### config.mk
export PLATFORM = sky130hd
export DESIGN_NAME = operand_unpacker
export DESIGN_NICKNAME = d
export VERILOG_FILES = /design/src/rtl/operand_unpacker_pkg.sv /design/src/rtl/operand_unpacker_leading_zero_counter.sv /design/src/rtl/operand_unpacker.sv
export SDC_FILE = /design/constraint.sdc
export NUM_CORES = 1
export LEC_CHECK = 0
export ABC_AREA = 1
export BUFFER_PORTS_ARGS = -buffer_cell sky130_fd_sc_hd__buf_4
export CAP_MARGIN = 10
export CORE_MARGIN = 3
export CORE_UTILIZATION = 30
export DETAILED_ROUTE_END_ITERATION = 16
export PLACE_DENSITY = 0.46
export SYNTH_ARGS = -nofsm -noshare
export SYNTH_HDL_FRONTEND = slang
export SYNTH_SLANG_ARGS = --single-unit
### constraint.sdc
create_clock -name clk -period 4.25 [get_ports clk]
set_clock_uncertainty 0.15 [all_clocks]
set_input_delay 0.425 -clock clk [delete_from_list [all_inputs] [get_ports clk]]
set_output_delay 0.425 -clock clk [all_outputs]
set_load 0.02 [all_outputs]
### src/rtl/operand_unpacker_pkg.sv
// Operand class definitions shared by the FPU front end.
// Holds the class encoding, field constants and the IEEE-754 single
// precision classification rule used by stage 1 of operand_unpacker.
package operand_class;

    typedef enum logic [2:0] {
        ZERO     = 3'd0,
        DENORMAL = 3'd1,
        NORMAL   = 3'd2,
        INFINITY = 3'd3,
        QNAN     = 3'd4,
        SNAN     = 3'd5
    } operand_class_t;

    localparam logic [7:0] EXP_MAX   = 8'hFF;
    localparam int         QUIET_BIT = 22;

    // Classify a packed single from its biased exponent and stored fraction.
    function automatic operand_class_t classify(input logic [7:0]  exp_f,
                                                input logic [22:0] frac_f);
        operand_class_t cls;
        if (exp_f == EXP_MAX) begin
            if (frac_f == 23'd0)
                cls = INFINITY;
            else if (frac_f[QUIET_BIT])
                cls = QNAN;
            else
                cls = SNAN;
        end else if (exp_f == 8'd0) begin
            cls = (frac_f == 23'd0) ? ZERO : DENORMAL;
        end else begin
            cls = NORMAL;
        end
        return cls;
    endfunction

endpackage

### src/rtl/operand_unpacker_leading_zero_counter.sv
// Leading-zero counter for a 24-bit fraction. Purely combinational.
// An all-zero input reports 24.
module leading_zero_counter (
    input  logic [23:0] i_value,
    output logic [4:0]  o_count
);

    // Scan upward so the most significant set bit decides the count.
    always_comb begin
        o_count = 5'd24;
        for (int i = 0; i < 24; i++) begin
            if (i_value[i])
                o_count = 5'(23 - i);
        end
    end

endmodule

### src/rtl/operand_unpacker.sv
// FPU operand unpacker: splits two packed IEEE-754 singles into sign,
// biased exponent and hidden-bit fraction, classifies them (stage 1) and
// normalizes denormals to a leading 1 (stage 2) behind a two-stage
// valid/ready pipeline. EXP_WIDTH must be at least 10.
// Optional build macro OPERAND_UNPACKER_DAZ_EN: denormal inputs are treated
// as ZERO (fraction and normalized values cleared, sign and raw exponent
// kept) and no leading-zero counter is built.
module operand_unpacker
    import operand_class::*;
#(
    parameter int EXP_WIDTH = 10
) (
    input  logic                 clk,
    input  logic                 reset_n,
    input  logic                 in_valid,
    output logic                 in_ready,
    input  logic [31:0]          in_operand_a,
    input  logic [31:0]          in_operand_b,
    output logic                 out_valid,
    input  logic                 out_ready,
    output logic                 operand_sign_a,
    output logic                 operand_sign_b,
    output logic [7:0]           operand_exponent_a,
    output logic [7:0]           operand_exponent_b,
    output logic [23:0]          operand_fraction_a,
    output logic [23:0]          operand_fraction_b,
    output logic [EXP_WIDTH-1:0] norm_exponent_a,
    output logic [EXP_WIDTH-1:0] norm_exponent_b,
    output logic [23:0]          norm_fraction_a,
    output logic [23:0]          norm_fraction_b,
    output logic [2:0]           operand_class_a,
    output logic [2:0]           operand_class_b
);

    typedef struct packed {
        logic           sign;
        logic [7:0]     exp;
        logic [22:0]    frac;
        operand_class_t cls;
    } split_t;

    typedef struct packed {
        logic                 sign;
        logic [7:0]           exp;
        logic [23:0]          frac;
        logic [EXP_WIDTH-1:0] nexp;
        logic [23:0]          nfrac;
        operand_class_t       cls;
    } unpacked_t;

    // Stage-1 view of a packed operand; under DAZ a denormal collapses to
    // ZERO here so stage 2 never sees it.
    function automatic split_t split(input logic [31:0] op);
        split_t s;
        s.sign = op[31];
        s.exp  = op[30:23];
        s.frac = op[22:0];
        s.cls  = classify(op[30:23], op[22:0]);
`ifdef OPERAND_UNPACKER_DAZ_EN
        if (s.cls == DENORMAL) begin
            s.cls  = ZERO;
            s.frac = 23'd0;
        end
`endif
        return s;
    endfunction

    // Stage-2 result for one operand given its leading-zero count.
    function automatic unpacked_t normalize(input split_t s, input logic [4:0] lz);
        unpacked_t u;
        u.sign  = s.sign;
        u.exp   = s.exp;
        u.frac  = {(s.exp != 8'd0), s.frac};
        u.cls   = s.cls;
        u.nexp  = '0;
        u.nfrac = '0;
        case (s.cls)
            ZERO: begin
                u.nexp  = '0;
                u.nfrac = '0;
            end
            DENORMAL: begin
                u.nfrac = u.frac << lz;
                u.nexp  = EXP_WIDTH'(1) - EXP_WIDTH'(lz);
            end
            default: begin
                u.nfrac = u.frac;
                u.nexp  = EXP_WIDTH'(s.exp);
            end
        endcase
        return u;
    endfunction

    logic      r_s1_valid;
    logic      r_s2_valid;
    logic      w_s1_load;
    logic      w_s2_load;
    split_t    r_s1_a;
    split_t    r_s1_b;
    split_t    w_split_a;
    split_t    w_split_b;
    logic [4:0] w_lz_a;
    logic [4:0] w_lz_b;
    unpacked_t w_norm_a;
    unpacked_t w_norm_b;
    unpacked_t r_s2_a;
    unpacked_t r_s2_b;

    // A stage loads when empty or when its current contents leave this cycle.
    assign w_s2_load = !r_s2_valid || out_ready;
    assign w_s1_load = !r_s1_valid || w_s2_load;
    assign in_ready  = w_s1_load;
    assign out_valid = r_s2_valid;

    assign w_split_a = split(in_operand_a);
    assign w_split_b = split(in_operand_b);

`ifdef OPERAND_UNPACKER_DAZ_EN
    assign w_lz_a = 5'd0;
    assign w_lz_b = 5'd0;
`else
    leading_zero_counter u_lzc_a (
        .i_value ({1'b0, r_s1_a.frac}),
        .o_count (w_lz_a)
    );

    leading_zero_counter u_lzc_b (
        .i_value ({1'b0, r_s1_b.frac}),
        .o_count (w_lz_b)
    );
`endif

    assign w_norm_a = normalize(r_s1_a, w_lz_a);
    assign w_norm_b = normalize(r_s1_b, w_lz_b);

    // Stage occupancy bits; reset drops every in-flight pair.
    always_ff @(posedge clk or negedge reset_n) begin
        if (!reset_n) begin
            r_s1_valid <= 1'b0;
            r_s2_valid <= 1'b0;
        end else begin
            if (w_s1_load)
                r_s1_valid <= in_valid;
            if (w_s2_load)
                r_s2_valid <= r_s1_valid;
        end
    end

    // Stage-1 field capture; contents are only meaningful while r_s1_valid.
    always_ff @(posedge clk) begin
        if (w_s1_load && in_valid) begin
            r_s1_a <= w_split_a;
            r_s1_b <= w_split_b;
        end
    end

    // Stage-2 output registers; held while the consumer stalls.
    always_ff @(posedge clk or negedge reset_n) begin
        if (!reset_n) begin
            r_s2_a <= '0;
            r_s2_b <= '0;
        end else if (w_s2_load && r_s1_valid) begin
            r_s2_a <= w_norm_a;
            r_s2_b <= w_norm_b;
        end
    end

    assign operand_sign_a     = r_s2_a.sign;
    assign operand_sign_b     = r_s2_b.sign;
    assign operand_exponent_a = r_s2_a.exp;
    assign operand_exponent_b = r_s2_b.exp;
    assign operand_fraction_a = r_s2_a.frac;
    assign operand_fraction_b = r_s2_b.frac;
    assign norm_exponent_a    = r_s2_a.nexp;
    assign norm_exponent_b    = r_s2_b.nexp;
    assign norm_fraction_a    = r_s2_a.nfrac;
    assign norm_fraction_b    = r_s2_b.nfrac;
    assign operand_class_a    = r_s2_a.cls;
    assign operand_class_b    = r_s2_b.cls;

endmodule

==> impl_results.html, run 1 <==
<table>
<tr><th>Metric</th><th>Value</th></tr>
<tr><th colspan="2">Floorplan</th></tr>
<tr><td>Die Footprint</td><td>between 30,000 and 40,000 um^2</td></tr>
<tr><td>Total core area</td><td>about 35,000 um^2</td></tr>
<tr><td>Initial core utilization</td><td>30.90%</td></tr>
<tr><td>Number of placement rows</td><td>~70</td></tr>
<tr><td>Die outline height</td><td>between 150 and 200 um</td></tr>
<tr><td>I/O pins</td><td>210</td></tr>
<tr><td>Die boundary width</td><td>about 200 um</td></tr>
<tr><th colspan="2">Clock network</th></tr>
<tr><td>Root buffer cell</td><td>sky130_fd_sc_hd__clkbuf_16</td></tr>
<tr><td>Number of resized instances in the post-cts repair step</td><td>0</td></tr>
<tr><td>TritonCTS clock tree</td><td>yes</td></tr>
<tr><td>Clock Path Buffers</td><td>3</td></tr>
<tr><td>Worst-Skew Late Latency</td><td>0.54 ns</td></tr>
<tr><td>Clock sink total</td><td>210</td></tr>
<tr><td>Count of H-tree levels built during CTS</td><td>1</td></tr>
<tr><td>Num CTS Buffers</td><td>26</td></tr>
<tr><td>Clk slew on worst S/H paths</td><td>approximately 0.060 ns</td></tr>
<tr><th colspan="2">Synthesis</th></tr>
<tr><td>EDFF count, synth</td><td>70</td></tr>
<tr><td>FF+latch count, synth</td><td>210</td></tr>
<tr><td>Cell types with the highest counts after synthesis</td><td>sky130_fd_sc_hd__nand2_1, sky130_fd_sc_hd__nand3_1, sky130_fd_sc_hd__dfrtp_1, sky130_fd_sc_hd__inv_1, sky130_fd_sc_hd__nor2_1</td></tr>
<tr><td>Post-synthesis sequential area ratio</td><td>~52%</td></tr>
<tr><td>Number of unique standard cell types used by synthesis</td><td>39</td></tr>
<tr><td>Syn Std Cell Area</td><td>roughly 11,000 um^2</td></tr>
<tr><td>Mapped Cells</td><td>roughly 1,400</td></tr>
<tr><td>Post-synthesis area per instance</td><td>between 7 and 8 um^2</td></tr>
<tr><td>Fraction of synthesis flops using an asynchronous set or reset pin</td><td>between 60% and 70%</td></tr>
<tr><td>Synth top area share</td><td>roughly a third</td></tr>
<tr><td>Largest cells by area after synthesis</td><td>sky130_fd_sc_hd__dfrtp_1, sky130_fd_sc_hd__edfxtp_1, sky130_fd_sc_hd__nand2_1</td></tr>
<tr><td>Top-count cell post-synth</td><td>sky130_fd_sc_hd__nand2_1</td></tr>
<tr><td>Most frequently used flop master after synthesis</td><td>sky130_fd_sc_hd__dfrtp_1</td></tr>
<tr><td>Total of warnings raised by yosys</td><td>0</td></tr>
<tr><td>Synthesized netlist net count</td><td>1,449</td></tr>
<tr><td>Library cell with the largest summed area after synthesis</td><td>sky130_fd_sc_hd__dfrtp_1</td></tr>
<tr><th colspan="2">Pwr</th></tr>
<tr><td>Psw</td><td>~0.0026 W</td></tr>
<tr><td>Part of the power in the clock network</td><td>30.9%</td></tr>
<tr><td>Pwr dens</td><td>slightly above 500 nW/um^2</td></tr>
<tr><td>Part of the power in registers</td><td>between 30% and 40%</td></tr>
<tr><td>Switching portion of total power</td><td>between 30% and 40%</td></tr>
<tr><td>Overall power</td><td>about 0.0073 W</td></tr>
<tr><td>Leak Pwr</td><td>6.870 nW</td></tr>
<tr><td>Cell-internal power</td><td>roughly 0.0047 W</td></tr>
<tr><td>IR Drop Worst-Case VDD</td><td>289.6 uV</td></tr>
<tr><td>Combinational share of power</td><td>30.3%</td></tr>
<tr><th colspan="2">Detailed routing</th></tr>
<tr><td>Number of DRC markers in iteration 0</td><td>779</td></tr>
<tr><td>Remaining design rule violation count</td><td>0</td></tr>
<tr><td>Average vias per placed instance</td><td>5.065</td></tr>
<tr><td>Total via count after detailed routing</td><td>approximately 11,000</td></tr>
<tr><td>Average wire per standard cell</td><td>between 20 and 25 um</td></tr>
<tr><td>Detailed-routing iteration count for the pre-antenna-repair pass</td><td>5</td></tr>
<tr><td>Wire length after detailed routing</td><td>approximately 43 mm</td></tr>
<tr><td>Remaining number of nets flagged by the antenna check after routing</td><td>0</td></tr>
<tr><th colspan="2">Worst setup path</th></tr>
<tr><td>Critical path launch point type</td><td>flip-flop</td></tr>
<tr><td>Worst setup path class</td><td>flip-flop to flip-flop</td></tr>
<tr><td>CP Max Fanout</td><td>19</td></tr>
<tr><td>Crit path required time</td><td>4.52 ns</td></tr>
<tr><td>Critical path capture point type</td><td>flip-flop</td></tr>
<tr><td>Crit path arrival time</td><td>~4.0 ns</td></tr>
<tr><th colspan="2">Place</th></tr>
<tr><td>Placed cell count</td><td>1,994</td></tr>
<tr><td>Dpl ws</td><td>0.5841 ns</td></tr>
<tr><td>Number of buffers added on ports</td><td>about 210</td></tr>
<tr><td>Routability congestion estimate from global placement</td><td>between 0.8 and 0.9</td></tr>
<tr><td>HPWL reported at the end of detailed placement</td><td>31.62 mm</td></tr>
<tr><th colspan="2">STA</th></tr>
<tr><td>Clock period minus final worst setup slack</td><td>3.714 ns</td></tr>
<tr><td>Fin Setup TNS</td><td>0 ns</td></tr>
<tr><td>Final count of pins violating max slew</td><td>0</td></tr>
<tr><td>Ratio of final minimum period to clock period</td><td>slightly below 90%</td></tr>
<tr><td>Max Fclk</td><td>~270 MHz</td></tr>
<tr><td>RSZ-0062 raised after global routing</td><td>false</td></tr>
<tr><td>Tightest Pin Transition</td><td>about 0.86 ns</td></tr>
<tr><td>Worst path setup slack after routing</td><td>~0.54 ns</td></tr>
<tr><td>Finish-stage setup viols</td><td>0</td></tr>
<tr><td>Final hold violation count</td><td>0</td></tr>
<tr><td>Worst hold slack</td><td>between 0.06 and 0.07 ns</td></tr>
<tr><td>Rel. slew slack</td><td>42.90%</td></tr>
<tr><th colspan="2">Layout</th></tr>
<tr><td>Antenna fix cells</td><td>0</td></tr>
<tr><td>Final-stage net count</td><td>1,703</td></tr>
<tr><td>Non-filler cells, final</td><td>2,108</td></tr>
<tr><td>Synthesis-to-finish area growth</td><td>32.52%</td></tr>
<tr><td>Fraction of final layout cells with drive strength greater than 1</td><td>17.30%</td></tr>
<tr><th colspan="2">GRT</th></tr>
<tr><td>Remaining global-route overflow</td><td>0</td></tr>
<tr><td>Combined global-route utilization of all metal layers</td><td>22.06%</td></tr>
<tr><td>Via count of the first global-routing pass</td><td>approximately 11,000</td></tr>
<tr><td>Maximum number of pins on one net before global-route repair</td><td>between 150 and 200</td></tr>
<tr><td>Global-route wire length before repair</td><td>roughly 66 mm</td></tr>
<tr><td>Number of antenna violations at the first check in global routing</td><td>0</td></tr>
<tr><th colspan="2">Min path</th></tr>
<tr><td>Class of the most critical hold timing path</td><td>input pin to flip-flop</td></tr>
<tr><th colspan="2">Run status</th></tr>
<tr><td>Status</td><td>complete, no violations</td></tr>
<tr><th colspan="2">Flow run</th></tr>
<tr><td>Count of maximum capacitance violations</td><td>0</td></tr>
</table>
==> power groups by stage <==
stage	Clock (W)	Combinational [W]	Sequential, W
floorplan	0	0.000783	0.00318
global placement	0	0.00218	0.00287
detailed placement	0	0.00218	0.00286
CTS	0.00231	0.00224	0.00283
global route	0.00239	0.00243	0.00288
finish	0.00225	0.00221	0.00283
==> area by class of cell <==
type / count / area (um^2)
clock buffers: 37 / 721.9
clock inverters: 11 / 140.1
inverters: 110 / 412.9
repair buffers: 292 / 2386
flip-flops and latches: 210 / 5605
multi-input cells: 993 / 4517
well taps: 455 / 569.3
fillers: 3649 / 20700
==> state kept, by name, summed over array words and instances, names as in the netlist, 3 cells and up <==
signal	flops
operand_exponent_b	8
operand_fraction_a	24
operand_class_b	3
r_s1_b	35
norm_fraction_a	24
operand_class_a	3
norm_fraction_b	24
norm_exponent_a	9
r_s1_a	35
norm_exponent_b	9
operand_fraction_b	24
operand_exponent_a	8
==> logic make-up after synthesis <==
group                    share of synthesized area [%]
adder cells (fa/ha/maj)                         0.2310
buffers and inverters                            6.631
AND/OR/NAND/NOR                                  32.93
AO/OA/AOI/OAI                                    8.376
XOR/XNOR                                       0.08088
flip-flops                                       51.76
==> worst paths after layout <==
kind | from | end | slack, ns | depth (start not counted)
worst min-delay path | out_ready | r_s1_valid | 0.06 | 4
worst max register to register | r_s1_a[3] | norm_fraction_a[20] | 0.54 | 20
worst min register to register | r_s1_a[34] | operand_sign_a | 0.29 | 2
max in group asynchronous | reset_n | operand_fraction_a[1] | 2.80 | 3
worst max-delay path | r_s1_a[3] | norm_fraction_a[20] | 0.54 | 20
min in group asynchronous | reset_n | operand_fraction_b[13] | 0.31 | 2
==> cell usage in the layout (no fill, tap or decap), types with 8 or more instances in the layout <==
cell type                         n
sky130_fd_sc_hd__dlygate4sd3_1   66
sky130_fd_sc_hd__nand2_1        459
sky130_fd_sc_hd__inv_1           98
sky130_fd_sc_hd__a21oi_1         59
sky130_fd_sc_hd__clkinv_1         9
sky130_fd_sc_hd__nand3_1        228
sky130_fd_sc_hd__nor3_1          10
sky130_fd_sc_hd__clkbuf_16       26
sky130_fd_sc_hd__nand4_1         11
sky130_fd_sc_hd__o221ai_1         8
sky130_fd_sc_hd__nor4_1          19
sky130_fd_sc_hd__o21ai_0         53
sky130_fd_sc_hd__nor2_1          85
sky130_fd_sc_hd__edfxtp_1        70
sky130_fd_sc_hd__clkbuf_1         8
sky130_fd_sc_hd__dfrtp_1        140
sky130_fd_sc_hd__o211ai_1        15
sky130_fd_sc_hd__buf_4          223
==> worst max-delay path, stage by stage (launching register included) <==
cell and delay, ns:
sky130_fd_sc_hd__edfxtp_1 0.45, sky130_fd_sc_hd__nor2_1 0.14, sky130_fd_sc_hd__clkinv_1 0.09, sky130_fd_sc_hd__nor3_1 0.24, sky130_fd_sc_hd__inv_1 0.08, sky130_fd_sc_hd__a21oi_1 0.17
sky130_fd_sc_hd__o21bai_1 0.09, sky130_fd_sc_hd__nand2_2 0.37, sky130_fd_sc_hd__inv_1 0.39, sky130_fd_sc_hd__nor2_2 0.40, sky130_fd_sc_hd__inv_1 0.19, sky130_fd_sc_hd__nor2_1 0.25
sky130_fd_sc_hd__nand3_1 0.12, sky130_fd_sc_hd__nand2_1 0.06, sky130_fd_sc_hd__inv_1 0.03, sky130_fd_sc_hd__nand2_1 0.07, sky130_fd_sc_hd__inv_1 0.06, sky130_fd_sc_hd__nand2_1 0.06
sky130_fd_sc_hd__nand2_1 0.05, sky130_fd_sc_hd__nand2_1 0.08, sky130_fd_sc_hd__nand2_1 0.05
==> repair_timing <==
action,4_1_cts,5_1_grt
hold endpoints to repair,134,0
hold buffers,66,0
buffers inserted,0,0
==> through the flow <==
step / util (%) / area, um^2
6_report: 40.94 / 14350
4_1_cts: 40.94 / 14350
3_3_place_gp: 36.60 / 12830
5_1_grt: 40.94 / 14350
2_1_floorplan: - / 10830
3_5_place_dp: 36.60 / 12830
==> metal layers <==
layer  part of all wire [%]  track usage [%]
met4                    2.6            6.100
met1                     47            32.46
met2                     44            34.12
met3                    5.9            2.971
met5                      0                0
(Power assumes the default switching activity.)
==> run 2: changes to the inputs <==
--- a/config.mk
+++ b/config.mk
@@ -14,4 +14,5 @@
 export PLACE_DENSITY = 0.46
 export SYNTH_ARGS = -nofsm -noshare
 export SYNTH_HDL_FRONTEND = slang
+export SYNTH_HIERARCHICAL = 1
 export SYNTH_SLANG_ARGS = --single-unit
==> impl_results.html, run 2 <==
<table>
<tr><th>Metric</th><th>Value</th></tr>
<tr><th colspan="2">STA</th></tr>
<tr><td>Tightest Pin Transition</td><td>0.9481 ns</td></tr>
<tr><td>Rel. slew slack</td><td>between 30% and 40%</td></tr>
<tr><td>Finish-stage setup viols</td><td>0</td></tr>
<tr><td>RSZ-0062 raised after global routing</td><td>false</td></tr>
<tr><td>Ratio of final minimum period to clock period</td><td>79.95%</td></tr>
<tr><td>Clock period minus final worst setup slack</td><td>between 3 and 4 ns</td></tr>
<tr><td>Fin Setup TNS</td><td>0 ns</td></tr>
<tr><td>Max Fclk</td><td>about 290 MHz</td></tr>
<tr><td>Final count of pins violating max slew</td><td>0</td></tr>
<tr><td>Final hold violation count</td><td>0</td></tr>
<tr><th colspan="2">Place</th></tr>
<tr><td>Area of placed instances</td><td>12,870 um^2</td></tr>
<tr><td>HPWL reported at the end of detailed placement</td><td>between 20 and 30 mm</td></tr>
<tr><td>Number of buffers added on ports</td><td>approximately 210</td></tr>
<tr><td>Routability congestion estimate from global placement</td><td>~0.9</td></tr>
<tr><th colspan="2">Clock network</th></tr>
<tr><td>Worst-Skew Late Latency</td><td>0.52 ns</td></tr>
<tr><td>Num CTS Buffers</td><td>25</td></tr>
<tr><td>Root buffer cell</td><td>sky130_fd_sc_hd__clkbuf_16</td></tr>
<tr><td>Count of H-tree levels built during CTS</td><td>1</td></tr>
<tr><td>Number of resized instances in the post-cts repair step</td><td>0</td></tr>
<tr><td>Clock Path Buffers</td><td>3</td></tr>
<tr><td>TritonCTS clock tree</td><td>yes</td></tr>
<tr><td>Clock sink total</td><td>between 200 and 250</td></tr>
<tr><td>Post-CTS Setup Repair Bufs</td><td>0</td></tr>
<tr><td>Clk slew on worst S/H paths</td><td>0.06 ns</td></tr>
<tr><th colspan="2">Pwr</th></tr>
<tr><td>IR Drop Worst-Case VDD</td><td>~310 uV</td></tr>
<tr><td>Switching portion of total power</td><td>around a third</td></tr>
<tr><td>Combinational share of power</td><td>between 20% and 30%</td></tr>
<tr><td>Pwr dens</td><td>roughly 490 nW/um^2</td></tr>
<tr><td>Cell-internal power</td><td>between 0.004 and 0.005 W</td></tr>
<tr><td>Part of the power in registers</td><td>about two fifths</td></tr>
<tr><td>Psw</td><td>about 0.0025 W</td></tr>
<tr><td>Leak Pwr</td><td>6.819 nW</td></tr>
<tr><td>Part of the power in the clock network</td><td>30.5%</td></tr>
<tr><th colspan="2">Worst setup path</th></tr>
<tr><td>Crit path required time</td><td>about 4.6 ns</td></tr>
<tr><td>Crit path arrival time</td><td>around 3.7 ns</td></tr>
<tr><td>Most used cell along the critical path</td><td>sky130_fd_sc_hd__nand2_1</td></tr>
<tr><td>Largest stage delay on the critical path</td><td>approximately 0.47 ns</td></tr>
<tr><td>CP Max Fanout</td><td>27</td></tr>
<tr><td>Reg-to-reg slack, setup</td><td>about 0.85 ns</td></tr>
<tr><td>Standard cell with the maximum stage delay on the critical path</td><td>sky130_fd_sc_hd__edfxtp_1</td></tr>
<tr><td>Critical path launch point type</td><td>flip-flop</td></tr>
<tr><td>Worst setup path class</td><td>flip-flop to flip-flop</td></tr>
<tr><td>Critical path capture point type</td><td>flip-flop</td></tr>
<tr><th colspan="2">Synthesis</th></tr>
<tr><td>Largest cells by area after synthesis</td><td>sky130_fd_sc_hd__dfrtp_1, sky130_fd_sc_hd__edfxtp_1, sky130_fd_sc_hd__nand2_1</td></tr>
<tr><td>Mapped Cells</td><td>approximately 1,400</td></tr>
<tr><td>Syn Std Cell Area</td><td>10,870 um^2</td></tr>
<tr><td>Total of warnings raised by yosys</td><td>6</td></tr>
<tr><td>Number of unique standard cell types used by synthesis</td><td>a little over 40</td></tr>
<tr><td>Top-count cell post-synth</td><td>sky130_fd_sc_hd__nand2_1</td></tr>
<tr><td>FF+latch count, synth</td><td>210</td></tr>
<tr><td>Post-synthesis area per instance</td><td>around 7.9 um^2</td></tr>
<tr><td>Post-synthesis sequential area ratio</td><td>about half</td></tr>
<tr><td>EDFF count, synth</td><td>70</td></tr>
<tr><td>Synth top area share</td><td>between 30 and 40%</td></tr>
<tr><td>Fraction of synthesis flops using an asynchronous set or reset pin</td><td>between 60 and 70%</td></tr>
<tr><td>Cell types with the highest counts after synthesis</td><td>sky130_fd_sc_hd__nand2_1, sky130_fd_sc_hd__nand3_1, sky130_fd_sc_hd__dfrtp_1, sky130_fd_sc_hd__inv_1, sky130_fd_sc_hd__a21oi_1</td></tr>
<tr><td>Most frequently used flop master after synthesis</td><td>sky130_fd_sc_hd__dfrtp_1</td></tr>
<tr><td>Library cell with the largest summed area after synthesis</td><td>sky130_fd_sc_hd__dfrtp_1</td></tr>
<tr><th colspan="2">Detailed routing</th></tr>
<tr><td>Remaining design rule violation count</td><td>0</td></tr>
<tr><td>Average wire per standard cell</td><td>19.12 um</td></tr>
<tr><td>Wire length after detailed routing</td><td>around 40 mm</td></tr>
<tr><td>Number of DRC markers in iteration 0</td><td>913</td></tr>
<tr><td>Remaining number of nets flagged by the antenna check after routing</td><td>0</td></tr>
<tr><td>Total via count after detailed routing</td><td>between 10,000 and 15,000</td></tr>
<tr><td>Detailed-routing iteration count for the pre-antenna-repair pass</td><td>8</td></tr>
<tr><td>Average vias per placed instance</td><td>5.037</td></tr>
<tr><th colspan="2">Layout</th></tr>
<tr><td>Final-stage net count</td><td>1,704</td></tr>
<tr><td>Synthesis-to-finish area growth</td><td>32.04%</td></tr>
<tr><td>Commonest non-fill, non-tap cells in the layout</td><td>sky130_fd_sc_hd__nand2_1, sky130_fd_sc_hd__buf_4, sky130_fd_sc_hd__nand3_1, sky130_fd_sc_hd__dfrtp_1, sky130_fd_sc_hd__inv_1</td></tr>
<tr><td>Fraction of final layout cells with drive strength greater than 1</td><td>18.04%</td></tr>
<tr><td>Post-Layout Inst Area</td><td>14,360 um^2</td></tr>
<tr><td>Fillcell total</td><td>3,712</td></tr>
<tr><td>Largest registers</td><td>r_s1_a (35), r_s1_b (35)</td></tr>
<tr><td>Most frequent standard cell in the layout excluding fill and tap cells</td><td>sky130_fd_sc_hd__nand2_1</td></tr>
<tr><td>Antenna fix cells</td><td>0</td></tr>
<tr><th colspan="2">Floorplan</th></tr>
<tr><td>Total core area</td><td>between 30,000 and 40,000 um^2</td></tr>
<tr><td>I/O pins</td><td>210</td></tr>
<tr><td>Number of placement rows</td><td>69</td></tr>
<tr><td>Die outline height</td><td>196.4 um</td></tr>
<tr><td>Die boundary width</td><td>196.4 um</td></tr>
<tr><td>Initial core utilization</td><td>a little under a third</td></tr>
<tr><td>Die Footprint</td><td>roughly 39,000 um^2</td></tr>
<tr><th colspan="2">GRT</th></tr>
<tr><td>Combined global-route utilization of all metal layers</td><td>roughly a fifth</td></tr>
<tr><td>Global-route wire length before repair</td><td>62.22 mm</td></tr>
<tr><td>Number of antenna violations at the first check in global routing</td><td>1</td></tr>
<tr><td>Remaining global-route overflow</td><td>0</td></tr>
<tr><td>Maximum number of pins on one net before global-route repair</td><td>79</td></tr>
<tr><td>Via count of the first global-routing pass</td><td>around 10,000</td></tr>
<tr><th colspan="2">Run status</th></tr>
<tr><td>Status</td><td>complete, no violations</td></tr>
<tr><th colspan="2">Flow run</th></tr>
<tr><td>Count of maximum capacitance violations</td><td>0</td></tr>
<tr><th colspan="2">Min path</th></tr>
<tr><td>Class of the most critical hold timing path</td><td>input pin to flip-flop</td></tr>
</table>
[run 2: per-stage QoR]
| step | worst slack, ns | instances | total power (W) | util (%) | hold slack, ns |
|---|---|---|---|---|---|
| after floorplan | 1.474 | 1380 | 0.003916 | - | -0.02059 |
| after global placement | 0.9497 | 2002 | 0.004920 | 36.10 | 0.2726 |
| after detailed placement | 0.9359 | 2002 | 0.004925 | 36.10 | 0.2840 |
| after CTS | 0.9262 | 2113 | 0.007175 | 40.26 | 0.05389 |
| after global routing | 0.4101 | 2113 | 0.007488 | 40.26 | 0.09766 |
| final | 0.8520 | 2113 | 0.007089 | 40.26 | 0.07749 |
[run 2: power by group through the flow]
stage / combinational, W / clock (W) / sequential (W)
after floorplan: 0.000732 / 0 / 0.00318
after global placement: 0.00207 / 0 / 0.00285
after detailed placement: 0.00208 / 0 / 0.00285
after CTS: 0.00213 / 0.00222 / 0.00282
after global routing: 0.00231 / 0.00231 / 0.00287
final: 0.00211 / 0.00216 / 0.00282
[run 2: area by class of cell]
cell class | count | area, um^2 | share of cell area, %
Timing Repair Buffer | 297 | 2411 | 16.80
Tap cell | 461 | 576.8 | 4.018
Clock inverter | 8 | 92.59 | 0.6450
Multi-Input combinational cell | 999 | 4557 | 31.74
Inverter | 101 | 381.6 | 2.658
Clock buffer | 37 | 730.7 | 5.090
Sequential cell | 210 | 5605 | 39.05
[run 2: path summary, 6_finish.rpt]
kind / endpoint / start / cells past startpoint
setup / recovery: norm_fraction_a[18] / r_s1_a[4] / 33
hold / removal: r_s1_valid / out_ready / 4
setup reg to reg: norm_fraction_a[18] / r_s1_a[4] / 33
hold reg to reg: operand_sign_b / r_s1_b[34] / 2
max in group asynchronous: operand_fraction_b[8] / reset_n / 3
min in group asynchronous: operand_exponent_a[3] / reset_n / 2
[run 2: repair_timing]
action                     4_1_cts  5_1_grt
hold buffers                    66        0
setup endpoints to repair        0        0
hold endpoints to repair       137        0
[run 2: logic make-up after synthesis]
family | after synthesis | synth area share (%)
DFF | 210 | 51.56
and+or+nand+nor | 809 | 31.51
xor gates and xnor gates | 2 | 0.1612
buffers and inverters | 171 | 6.859
adders and majority gates | 2 | 0.2301
AOI/OAI and AO/OA | 180 | 9.644
other | 1 | 0.03449
[run 2: layer usage]
| metal | up-vias | part of all wire, % | routed length (um) | global-route usage, % |
|---|---|---|---|---|
| met3 | 59 | 7.4 | 3006 | 3.470 |
| met1 | 5082 | 49 | 19850 | 31.87 |
| met2 | 383 | 42 | 16850 | 29.60 |
| met5 | - | 0 | 0 | 0 |
| li1 | 5119 | - | - | - |
| met4 | 0 | 1.7 | 695 | 4.304 |
[run 2: worst max-delay path, delay by kind of cell, from the launching register on]
kind | cells | cell delay [ns]
and+or+nand+nor | 26 | 1.63
AOI/OAI and AO/OA | 4 | 0.53
DFF | 1 | 0.47
buffers and inverters | 3 | 0.55
==> run 3: changes to the inputs <==
==> constraint.sdc (replaced) <==
create_clock -name clk -period 3.4 [get_ports clk]
set_clock_uncertainty 0.15 [all_clocks]
set_input_delay 0.34 -clock clk [delete_from_list [all_inputs] [get_ports clk]]
set_output_delay 0.34 -clock clk [all_outputs]
set_load 0.02 [all_outputs]
==> impl_results.html, run 3 (synthesis gave the netlist of run 2 again) <==
<table>
<tr><th>Metric</th><th>Value</th></tr>
<tr><th colspan="2">Floorplan</th></tr>
<tr><td>Total core area</td><td>roughly 36,000 um^2</td></tr>
<tr><td>Die boundary width</td><td>196.4 um</td></tr>
<tr><td>Initial core utilization</td><td>between 30 and 40%</td></tr>
<tr><td>Die Footprint</td><td>between 30,000 and 40,000 um^2</td></tr>
<tr><td>Number of placement rows</td><td>69</td></tr>
<tr><td>Die outline height</td><td>slightly below 200 um</td></tr>
<tr><td>I/O pins</td><td>210</td></tr>
<tr><th colspan="2">STA</th></tr>
<tr><td>Clock period minus final worst setup slack</td><td>roughly 3.2 ns</td></tr>
<tr><td>Finish-stage setup viols</td><td>0</td></tr>
<tr><td>Worst hold slack</td><td>about 0.25 ns</td></tr>
<tr><td>Ratio of final minimum period to clock period</td><td>between 90% and 100%</td></tr>
<tr><td>Final count of pins violating max slew</td><td>0</td></tr>
<tr><td>Max Fclk</td><td>between 300 and 400 MHz</td></tr>
<tr><td>Final hold violation count</td><td>0</td></tr>
<tr><td>Rel. slew slack</td><td>36.95%</td></tr>
<tr><td>RSZ-0062 raised after global routing</td><td>true</td></tr>
<tr><td>Tightest Pin Transition</td><td>about 0.94 ns</td></tr>
<tr><th colspan="2">Detailed routing</th></tr>
<tr><td>Remaining design rule violation count</td><td>0</td></tr>
<tr><td>Wire length after detailed routing</td><td>40.82 mm</td></tr>
<tr><td>Average vias per placed instance</td><td>4.981</td></tr>
<tr><td>Detailed-routing iteration count for the pre-antenna-repair pass</td><td>5</td></tr>
<tr><td>Total via count after detailed routing</td><td>about 11,000</td></tr>
<tr><td>Number of DRC markers in iteration 0</td><td>between 900 and 1,000</td></tr>
<tr><td>Remaining number of nets flagged by the antenna check after routing</td><td>0</td></tr>
<tr><td>Average wire per standard cell</td><td>19.10 um</td></tr>
<tr><th colspan="2">Clock network</th></tr>
<tr><td>Clock Path Buffers</td><td>3</td></tr>
<tr><td>Clock sink total</td><td>210</td></tr>
<tr><td>Root buffer cell</td><td>sky130_fd_sc_hd__clkbuf_16</td></tr>
<tr><td>Count of H-tree levels built during CTS</td><td>1</td></tr>
<tr><td>TritonCTS clock tree</td><td>yes</td></tr>
<tr><td>Worst-Skew Late Latency</td><td>about 0.54 ns</td></tr>
<tr><td>Clk slew on worst S/H paths</td><td>~0.060 ns</td></tr>
<tr><td>Num CTS Buffers</td><td>25</td></tr>
<tr><th colspan="2">Worst setup path</th></tr>
<tr><td>Crit path required time</td><td>about 3.7 ns</td></tr>
<tr><td>CP Max Fanout</td><td>15</td></tr>
<tr><td>Buf+Inv Stages, Crit Path</td><td>4</td></tr>
<tr><td>Reg-to-Reg Start</td><td>r_s1_b[4]</td></tr>
<tr><td>Critical path capture point type</td><td>flip-flop</td></tr>
<tr><td>Standard cell with the maximum stage delay on the critical path</td><td>sky130_fd_sc_hd__edfxtp_1</td></tr>
<tr><td>Critical path launch point type</td><td>flip-flop</td></tr>
<tr><td>Crit path arrival time</td><td>roughly 3.5 ns</td></tr>
<tr><td>Most used cell along the critical path</td><td>sky130_fd_sc_hd__nand2_1</td></tr>
<tr><td>Origin of the worst setup path</td><td>r_s1_b[4]</td></tr>
<tr><td>Largest stage delay on the critical path</td><td>~0.44 ns</td></tr>
<tr><td>Worst setup path class</td><td>flip-flop to flip-flop</td></tr>
<tr><td>Family of cells with the greatest summed delay on the critical path</td><td>simple AND/OR/NAND/NOR gates</td></tr>
<tr><th colspan="2">Layout</th></tr>
<tr><td>Antenna fix cells</td><td>0</td></tr>
<tr><td>Utilization after layout</td><td>roughly 41%</td></tr>
<tr><td>Commonest non-fill, non-tap cells in the layout</td><td>sky130_fd_sc_hd__nand2_1, sky130_fd_sc_hd__buf_4, sky130_fd_sc_hd__nand3_1, sky130_fd_sc_hd__dfrtp_1, sky130_fd_sc_hd__inv_1</td></tr>
<tr><td>Most frequent standard cell in the layout excluding fill and tap cells</td><td>sky130_fd_sc_hd__nand2_1</td></tr>
<tr><td>Synthesis-to-finish area growth</td><td>35.50%</td></tr>
<tr><td>Fillcell total</td><td>~3,700</td></tr>
<tr><td>Largest registers</td><td>r_s1_a (35), r_s1_b (35)</td></tr>
<tr><td>Multi-input logic area</td><td>roughly 4700 um^2</td></tr>
<tr><td>Fraction of final layout cells with drive strength greater than 1</td><td>20.64%</td></tr>
<tr><td>Non-filler cells, final</td><td>2,137</td></tr>
<tr><td>Area occupied by registers</td><td>5605 um^2</td></tr>
<tr><td>Post-Layout Inst Area</td><td>approximately 15,000 um^2</td></tr>
<tr><td>Final-stage net count</td><td>between 1,500 and 2,000</td></tr>
<tr><th colspan="2">Place</th></tr>
<tr><td>Area of placed instances</td><td>12,960 um^2</td></tr>
<tr><td>HPWL reported at the end of detailed placement</td><td>approximately 29 mm</td></tr>
<tr><td>Number of buffers added on ports</td><td>about 210</td></tr>
<tr><td>Routability congestion estimate from global placement</td><td>~0.9</td></tr>
<tr><td>Placed cell count</td><td>2,007</td></tr>
<tr><th colspan="2">Flow run</th></tr>
<tr><td>Count of maximum capacitance violations</td><td>0</td></tr>
<tr><th colspan="2">Min path</th></tr>
<tr><td>Class of the most critical hold timing path</td><td>input pin to async pin</td></tr>
<tr><th colspan="2">GRT</th></tr>
<tr><td>Global-route wire length before repair</td><td>roughly 61 mm</td></tr>
<tr><td>Combined global-route utilization of all metal layers</td><td>about a fifth</td></tr>
<tr><td>Remaining global-route overflow</td><td>0</td></tr>
<tr><td>Via count of the first global-routing pass</td><td>just over 10,000</td></tr>
<tr><td>Number of antenna violations at the first check in global routing</td><td>0</td></tr>
<tr><td>Maximum number of pins on one net before global-route repair</td><td>172</td></tr>
<tr><th colspan="2">Pwr</th></tr>
<tr><td>IR Drop Worst-Case VDD</td><td>around 340 uV</td></tr>
<tr><td>Pwr dens</td><td>596.5 nW/um^2</td></tr>
<tr><td>Leak Pwr</td><td>about 7 nW</td></tr>
<tr><th colspan="2">Run status</th></tr>
<tr><td>Status</td><td>complete, no violations</td></tr>
</table>
==> run 3: per-layer routing <==
metal	share of wire, %	vias up	track usage [%]
li1	-	5165	-
met1	49	5034	31.54
met2	41	389	29.06
met3	7.4	57	3.556
met4	2.1	0	5.070
met5	0	-	0
==> run 3: worst register-to-register path, delay by kind of cell, from the launching register on <==
kind / cells / cell delay (ns)
buffers and inverters: 4 / 0.48
AO/OA/AOI/OAI: 2 / 0.29
AND/OR/NAND/NOR: 28 / 1.73
flip-flops: 1 / 0.44
==> run 3: final cells by class <==
cell class                 count  share of cell area (%)
inverter                     101                   2.641
timing repair buffer         320                   18.38
clock buffer                  32                   4.765
sequential                   210                   38.05
clock inverter                14                  0.5436
tap                          461                   3.915
multi-input combinational    999                   31.71
==> run 3: final timing paths <==
check	end	cells after the start	slack [ns]
setup / recovery	norm_fraction_b[20]	34	0.23
hold / removal	operand_exponent_a[3]	2	0.25
setup reg to reg	norm_fraction_b[20]	34	0.23
hold reg to reg	operand_sign_a	2	0.29
max in group asynchronous	norm_fraction_b[0]	3	1.97
min in group clk	operand_sign_a	2	0.29
==> run 3: report_power, final <==
part | total (W) | switching [W] | internal, W
clock | 0.00255 | 0.00110 | 0.00146
sequential | 0.00351 | 0.000383 | 0.00313
combinational | 0.00272 | 0.00165 | 0.00107
total | 0.00879 | 0.00313 | 0.00566
==> run 3: what timing repair did <==
item | in CTS | in global routing
resized for setup | 0 | 34
endpoints found under the setup margin | 0 | 33
hold buffers | 68 | 0
buffers inserted | 0 | 13
endpoints found under the hold margin | 143 | 0
==> run 3: metrics by stage <==
step | setup TNS [ns] | setup WS, ns | total power [W]
3_3_place_gp | 0 | 0.1971 | 0.006162
4_1_cts | 0 | 0.1803 | 0.008837
2_1_floorplan | 0 | 0.6243 | 0.004895
6_report | 0 | 0.2292 | 0.008787
5_1_grt | -0.4431 | -0.09501 | 0.009298
3_5_place_dp | 0 | 0.1986 | 0.006165
